--- src/rtl/mbist_march_ctrl.sv ---
// March C- BIST sequencer for one memory macro: drives the BIST side of the memory mux,
// checks read data against the expected background and allows a single repair-and-retry.
module mbist_march_ctrl #(
    parameter int BIST_ADDR_WD  = 9,
    parameter int BIST_DATA_WD  = 32,
    parameter int BIST_ADDR_END = (1 << BIST_ADDR_WD) - 1
) (
    input  logic                    bist_clk,
    input  logic                    bist_rst,
    input  logic                    bist_run,
    input  logic [BIST_DATA_WD-1:0] bist_rdata,
    input  logic                    bist_correct,
    output logic                    bist_en,
    output logic [BIST_ADDR_WD-1:0] bist_addr,
    output logic [BIST_DATA_WD-1:0] bist_wdata,
    output logic                    bist_wr,
    output logic                    bist_rd,
    output logic                    bist_error,
    output logic [BIST_ADDR_WD-1:0] bist_error_addr,
    output logic                    bist_done,
    output logic                    bist_fail
);

    typedef enum logic [2:0] {IDLE, RUN, ERR, REPAIR_WAIT, DONE} state_t;

    localparam logic [BIST_ADDR_WD-1:0] ADDR_LAST = BIST_ADDR_WD'(BIST_ADDR_END);
    localparam logic [BIST_ADDR_WD-1:0] ADDR_ZERO = '0;
    localparam logic [BIST_ADDR_WD-1:0] ADDR_ONE  = BIST_ADDR_WD'(1);

    state_t state, next_state;

    logic [2:0]              elem;
    logic                    phase;
    logic                    drain;
    logic [BIST_ADDR_WD-1:0] addr;
    logic                    wait_cnt;
    logic                    cmp_valid;
    logic                    exp_bit;
    logic [BIST_ADDR_WD-1:0] rd_addr_q;
    logic [BIST_ADDR_WD-1:0] err_addr_q;
    logic                    fail_q;

    logic                    two_op, down, issue, wr_op, rd_op;
    logic                    wr_bit, rd_bit, at_last, mismatch;
    logic [BIST_ADDR_WD-1:0] reload_addr;

    // Element decode: E1..E4 are read-then-write, E3/E4 walk downwards.
    always_comb begin
        two_op      = (elem >= 3'd1) && (elem <= 3'd4);
        down        = (elem == 3'd3) || (elem == 3'd4);
        issue       = (state == RUN) && !drain;
        wr_op       = issue && ((elem == 3'd0) || (two_op && phase));
        rd_op       = issue && !wr_op;
        wr_bit      = (elem == 3'd1) || (elem == 3'd3);
        rd_bit      = (elem == 3'd2) || (elem == 3'd4);
        at_last     = down ? (addr == ADDR_ZERO) : (addr == ADDR_LAST);
        reload_addr = ((elem == 3'd2) || (elem == 3'd3)) ? ADDR_LAST : ADDR_ZERO;
        mismatch    = (state == RUN) && cmp_valid &&
                      (bist_rdata != {BIST_DATA_WD{exp_bit}});
    end

    always_ff @(posedge bist_clk or posedge bist_rst) begin
        if (bist_rst) state <= IDLE;
        else          state <= next_state;
    end

    always_comb begin
        next_state = state;
        case (state)
            IDLE:        if (bist_run) next_state = RUN;
            RUN: begin
                if (!bist_run)     next_state = IDLE;
                else if (mismatch) next_state = ERR;
                else if (drain)    next_state = DONE;
            end
            ERR: begin
                if (!bist_run)         next_state = IDLE;
                else if (bist_correct) next_state = DONE;
                else                   next_state = REPAIR_WAIT;
            end
            REPAIR_WAIT: begin
                if (!bist_run)    next_state = IDLE;
                else if (wait_cnt) next_state = RUN;
            end
            DONE:        if (!bist_run) next_state = IDLE;
            default:     next_state = IDLE;
        endcase
    end

    // Counters reload on every (re)entry to RUN and hold while waiting for repair,
    // so bist_addr keeps the last issued address through ERR/REPAIR_WAIT.
    always_ff @(posedge bist_clk or posedge bist_rst) begin
        if (bist_rst) begin
            elem  <= 3'd0;
            phase <= 1'b0;
            drain <= 1'b0;
            addr  <= ADDR_ZERO;
        end else if ((next_state == RUN && state != RUN) ||
                     next_state == IDLE || next_state == DONE) begin
            elem  <= 3'd0;
            phase <= 1'b0;
            drain <= 1'b0;
            addr  <= ADDR_ZERO;
        end else if (issue && next_state == RUN) begin
            if (two_op && !phase) begin
                phase <= 1'b1;
            end else begin
                phase <= 1'b0;
                if (at_last) begin
                    if (elem == 3'd5) begin
                        drain <= 1'b1;
                    end else begin
                        elem <= elem + 3'd1;
                        addr <= reload_addr;
                    end
                end else begin
                    addr <= down ? addr - ADDR_ONE : addr + ADDR_ONE;
                end
            end
        end
    end

    always_ff @(posedge bist_clk or posedge bist_rst) begin
        if (bist_rst) begin
            wait_cnt   <= 1'b0;
            cmp_valid  <= 1'b0;
            exp_bit    <= 1'b0;
            rd_addr_q  <= ADDR_ZERO;
            err_addr_q <= ADDR_ZERO;
            fail_q     <= 1'b0;
        end else begin
            wait_cnt  <= (state == REPAIR_WAIT);
            cmp_valid <= rd_op;
            if (rd_op) begin
                exp_bit   <= rd_bit;
                rd_addr_q <= addr;
            end
            if (mismatch) err_addr_q <= rd_addr_q;
            fail_q <= (next_state == DONE) && ((state == ERR) || fail_q);
        end
    end

    always_comb begin
        bist_en         = (state == RUN);
        bist_wr         = wr_op;
        bist_rd         = rd_op;
        bist_addr       = addr;
        bist_wdata      = wr_op ? {BIST_DATA_WD{wr_bit}} : '0;
        bist_error      = (state == ERR) && bist_run && !bist_correct;
        bist_error_addr = err_addr_q;
        bist_done       = (state == DONE);
        bist_fail       = fail_q;
    end

endmodule

--- config.mk ---
export PLATFORM = sky130hd
export DESIGN_NAME = mbist_march_ctrl
export DESIGN_NICKNAME = d
export VERILOG_FILES = /design/src/rtl/mbist_march_ctrl.sv
export SDC_FILE = /design/constraint.sdc
export NUM_CORES = 1
export LEC_CHECK = 0
export ABC_CLOCK_PERIOD_IN_PS = 6000
export CAP_MARGIN = 20
export CORE_MARGIN = 2
export CORE_UTILIZATION = 46
export CTS_CLUSTER_SIZE = 25
export DETAILED_ROUTE_END_ITERATION = 16
export GPL_TIMING_DRIVEN = 0
export PLACE_DENSITY = 0.81
export RECOVER_POWER = 25
export SYNTH_ARGS = -nofsm -noshare
export SYNTH_HDL_FRONTEND = slang
export SYNTH_SLANG_ARGS = --single-unit
--- constraint.sdc ---
create_clock -name bist_clk -period 6 [get_ports bist_clk]
set_input_delay 1.2 -clock bist_clk [delete_from_list [all_inputs] [get_ports bist_clk]]
set_output_delay 1.2 -clock bist_clk [all_outputs]
set_load 0.05 [all_outputs]
**After elaboration in Yosys (flattened, before gate mapping)**

Cells that the tools add are included.

- Add/sub/neg operators: 3
- $lt $le $gt $ge: 2
- Equality and inequality tests: 17
- Muxes and demuxes: 32
- Reduce and logical (&&, ||, !) cells: 35

Operators by type and width:

| kind | number |
|---|---|
| 2-to-1 mux 9 bit | 7 |
| 2-to-1 mux 3 bit | 14 |
| 2-to-1 mux 32 bit | 1 |
| inequality test 32 bit | 1 |
| one-hot mux 3 bit (5 select lines) | 1 |
| logical AND 1 bit | 13 |
| equality test 3 x 2 -> 1 bit (second input constant) | 4 |
| equality test 3 bit (second input constant) | 4 |
| adder 9 x 1 -> 9 bit (second input constant) | 1 |
| equality test 3 x 1 -> 1 bit (second input constant) | 3 |
| equality test 9 bit (second input constant) | 1 |
| zero test 3 bit | 3 |
| zero test 9 bit | 1 |
| 2-to-1 mux 1 bit | 9 |
| subtractor 9 x 1 -> 9 bit (second input constant) | 1 |
| logical OR 1 bit | 8 |
| AND reduction 4 bit | 2 |
| nonzero test 2 bit | 3 |
| zero test 1 bit | 4 |
| inequality test 2 bit (second input constant) | 2 |
| adder 3 x 1 -> 3 bit (second input constant) | 1 |
| greater-or-equal comparator 3 x 1 -> 1 bit (second input constant) | 1 |
| <= comparator 3 bit (second input constant) | 1 |
| inequality test 3 x 1 -> 1 bit (second input constant) | 1 |
| other kinds (2) | 2 |

- Bits in registers: 39
- Input port bits: 36
- Word-level logic and storage cells: 100

**Depth between registers and ports, before layout**

- Depth after elaboration: 12
- Gate-level depth with buffers: 12
- Depth with buffers taken out: 12

**Worst setup path after synthesis**

Ideal clock, no wire load.

- Path type: register to output
- From: register elem[1]
- To: output port bist_wdata[10]
- Arrival time: 5.214 ns
- Data required time: 4.800 ns
- Slack: -0.414 ns
- Cell stages (with the launch flop): 7
- Cell sequence: dfrtp_1 -> inv_1 -> ha_1 -> o311ai_0 -> and2_1 -> nor4_1 -> buf_4

- Word-level cells in the longest chain between the ends: 6
- Elaborated cells on any way between the ends: 11

Ends and longest elaborated chain:

| what | RTL line | text |
|---|---|---|
| from (decl) | 32 | `logic [2:0] elem;` |
| from (signal assigned) | 113 | `elem <= elem + 3'd1;` |
| greater-or-equal comparator 3 x 1 -> 1 bit or <= comparator 3 bit (tied branches) | 49 | `two_op = (elem >= 3'd1) && (elem <= 3'd4);` |
| logical AND 1 bit | 49 |  |
| logical AND 1 bit | 52 | `wr_op = issue && ((elem == 3'd0) \|\| (two_op && phase));` |
| logical OR 1 bit | 52 |  |
| logical AND 1 bit | 52 |  |
| 2-to-1 mux 32 bit * | 148 | `bist_wdata = wr_op ? {BIST_DATA_WD{wr_bit}} : '0;` |
| to (decl) | 15 | `output logic [BIST_DATA_WD-1:0] bist_wdata,` |

Every way passes the cells marked *; elsewhere a longest branch is shown, timed or not.

**Worst setup path after layout**

- From: register elem[1]
- To: output port bist_wdata[21]

The elaborated chain is that of the path after synthesis.

==> flow_metrics.tcl <==
set metrics [dict create \
    status "complete, no violations" \
    hold_viol 0 \
    synthMuxAreaShare_pct 9.039 \
    hpwl_mm 4.765 \
    portBuffers 91 \
    cts.clk_slew.worst_paths_ps 80 \
    cts_resized 0 \
    core_area_um2 5507 \
    avgSynthCellArea_um2 9.529 \
    wirelength_mm 6.155 \
    postCtsSetupBuffers 0 \
    irDropWorstVdd_mv 0.07684 \
    synth_ff_type "dfrtp_1" \
    n_antenna_cell 0 \
    drv_cap 0 \
    crit_path_end_kind "output port" \
    clockRootBuffer "clkbuf_8" \
    finalMaxSlewViolations 0 \
    grt_pass1_wl_mm 9.977 \
    placed_area_um2 3657 \
    worst_ep_arrival_time_ps 3310 \
    synth-seq-cells 39 \
    cts_tree "done" \
    netlist.area_leader.share_pct 37.11 \
    postRouteAntennaNets 0 \
    grtUsageTotal_pct 19.84 \
    top_usage_layer "met2" \
    relSlewSlack_pct 5.417 \
    synth_most_common_cell "dfrtp_1" \
    skew_ps 5.743 \
    synth_top_family_by_area "simple AND/OR/NAND/NOR gates" \
    met3_usage_pct 5.769 \
    synth_compound_area_share_pct 13.61 \
    finalCriticalPeriod_ps 4508 \
    grt_pass1_vias 2124 \
    synth_fp_nets 325 \
    synth-simple-area-share_pct 19.41 \
    fmax_ghz 0.2219 \
    vias_per_cell 5.250 \
    syn_inst 276 \
    synth_area_leader_cell "dfrtp_1" \
    syn-cell-area_um2 2630 \
    final_area_um2 3770 \
    gp_congestion 0.8606 \
    max_slew.worst_pin.slew_ps 1417 \
    synth_xor_area_share_pct 2.664 \
    startpoint_type "flip-flop" \
    fin_crit_sh_pct 75.13 \
    antenna_found_initial 0 \
    synth_seq_area_share_pct 37.11 \
    drive_gt1_share_pct 21.28 \
    ys_warn_count 0 \
    drc 0 \
    grt_setup_unrepaired "false" \
    wire_per_inst_um 13.74 \
    cts_hold_buf 0 \
    layout.nets 424 \
    ctsLongestPathBuffers 2 \
    ios 92 \
    worstPathRequired_ps 4800 \
    grt_overflow 0 \
    cts_num_sinks 39 \
    num_rows 27 \
    power_density_nw_per_um2 148.7 \
    cts-htree-levels 2 \
    firstDrtPassIters 4 \
    netlist_top_cells_count "dfrtp_1 (39), buf_4 (31), nor2_1 (23)" \
    p_leak_nw 1.653 \
    worst-path-max-fanout 18 \
    setup_violations 0 \
    numCtsBuffers 5 \
    nFillCells 391 \
    use_met1_pct 24.87 \
    grt_max_degree 40 \
    insertion_delay_ps 290 \
    die_area_um2 6339 \
    die-height_um 79.62 \
    synth_edf_count 0 \
    via_count 2352 \
    grtUsageMet2_pct 32.10 \
    async_reset_ff_share_pct 100.0 \
    fin_util_pct 68.46 \
    yosys-top-cells-area "dfrtp_1 (37%), buf_4 (8.8%), mux2_2 (7.7%)" \
    finalSetupTns_ps 0 \
    worst-setup-path-type "reg2out" \
    area_growth_pct 43.34 \
    drt_iter0_drc 118 \
    start_util_pct 47.76 \
    yosysUniqueCellTypes 51 \
    min_path_type "reg2reg" \
    synth-adder-area-share_pct 6.470 \
    dieWidth_um 79.62 \
]
## stage by stage
stage / hold slack (ps) / cells / setup slack (ps) / total power [mW]
detailed placement: 486.9 / 440 / 1762 / 0.3487
global placement: 478.9 / 439 / 812.3 / 0.3467
floorplan: 476.7 / 276 / 1209 / 0.3088
CTS: 502.9 / 448 / 1440 / 0.5664
finish: 496.4 / 448 / 1492 / 0.5605
global route: 520.2 / 448 / 1194 / 0.5855
## cell type report
cell class | count | area [um^2] | area share (%)
Clock inverter | 3 | 43.79 | 1.162
Multi-Input combinational cell | 191 | 1361 | 36.11
Sequential cell | 39 | 975.9 | 25.89
Tap cell | 72 | 90.09 | 2.390
Timing Repair Buffer | 92 | 922.1 | 24.46
Clock buffer | 5 | 68.82 | 1.825
Inverter | 9 | 33.78 | 0.8961
Buffer | 37 | 274.0 | 7.268
## cell families (layout without fill, tap and decap cells)
kind of cell / count (synthesis) / after routing
fa+ha+maj: 13 / 13
mux: 21 / 21
flops: 39 / 39
xor+xnor: 8 / 8
simple gates: 100 / 100
buf+inv: 46 / 146
compound gates: 49 / 49
## layer usage
| layer | up-vias | share of wire, % |
|---|---|---|
| met3 | 6 | 9.9 |
| met1 | 1080 | 42 |
| met5 | - | 0 |
| li1 | 1161 | - |
| met2 | 105 | 47 |
| met4 | 0 | 1.1 |
## worst paths after layout
kind | startpoint | to | slack, ps | cells past startpoint
setup / recovery | elem[1]$_DFFE_PP0P_ | bist_wdata[21] | 1490 | 8
hold / removal | bist_fail$_DFF_PP0_ | bist_fail$_DFF_PP0_ | 500 | 1
setup reg to reg | elem[0]$_DFFE_PP0P_ | bist_addr[8]$_DFFE_PP0P_ | 3130 | 12
hold reg to reg | bist_fail$_DFF_PP0_ | bist_fail$_DFF_PP0_ | 500 | 1
max in group asynchronous | bist_rst | bist_addr[8]$_DFFE_PP0P_ | 3410 | 2
min in group asynchronous | bist_rst | phase$_DFFE_PP0P_ | 1760 | 2
## power by group
group          internal, mW  leakage (nW)  switching (mW)
clock                 0.124        0.0581          0.0936
sequential            0.265         0.542         0.00391
combinational        0.0365          1.05          0.0381
total                 0.425          1.65           0.136
## registers in the layout, indices dropped and copies added (netlist names)
signal / flops
bist_fail: 1
bist_error_addr: 9
state: 3
wait_cnt: 1
phase: 1
rd_addr_q: 9
elem: 3
exp_bit: 1
cmp_valid: 1
bist_addr: 9
drain: 1
## critical path: stages (launching register included)
cell and delay [ps]:
dfrtp_1 440, inv_1 110, ha_1 240, o311ai_0 140, and2_1 210, nor4_4 690, buf_6 260, buf_4 120
clkdlybuf4s50_1 790
## placed cells by master, fill, tap and decap left out, types with 8 or more instances in the layout
cell type         n
inv_1             9
dfrtp_1          39
nand4_1           8
mux2_2           18
nor3_1           14
a21oi_1          11
ha_1             12
buf_4            31
clkdlybuf4s50_1  90
nand2_1          20
nor2_1           23
No activity file was read; power rests on OpenSTA's default activity.
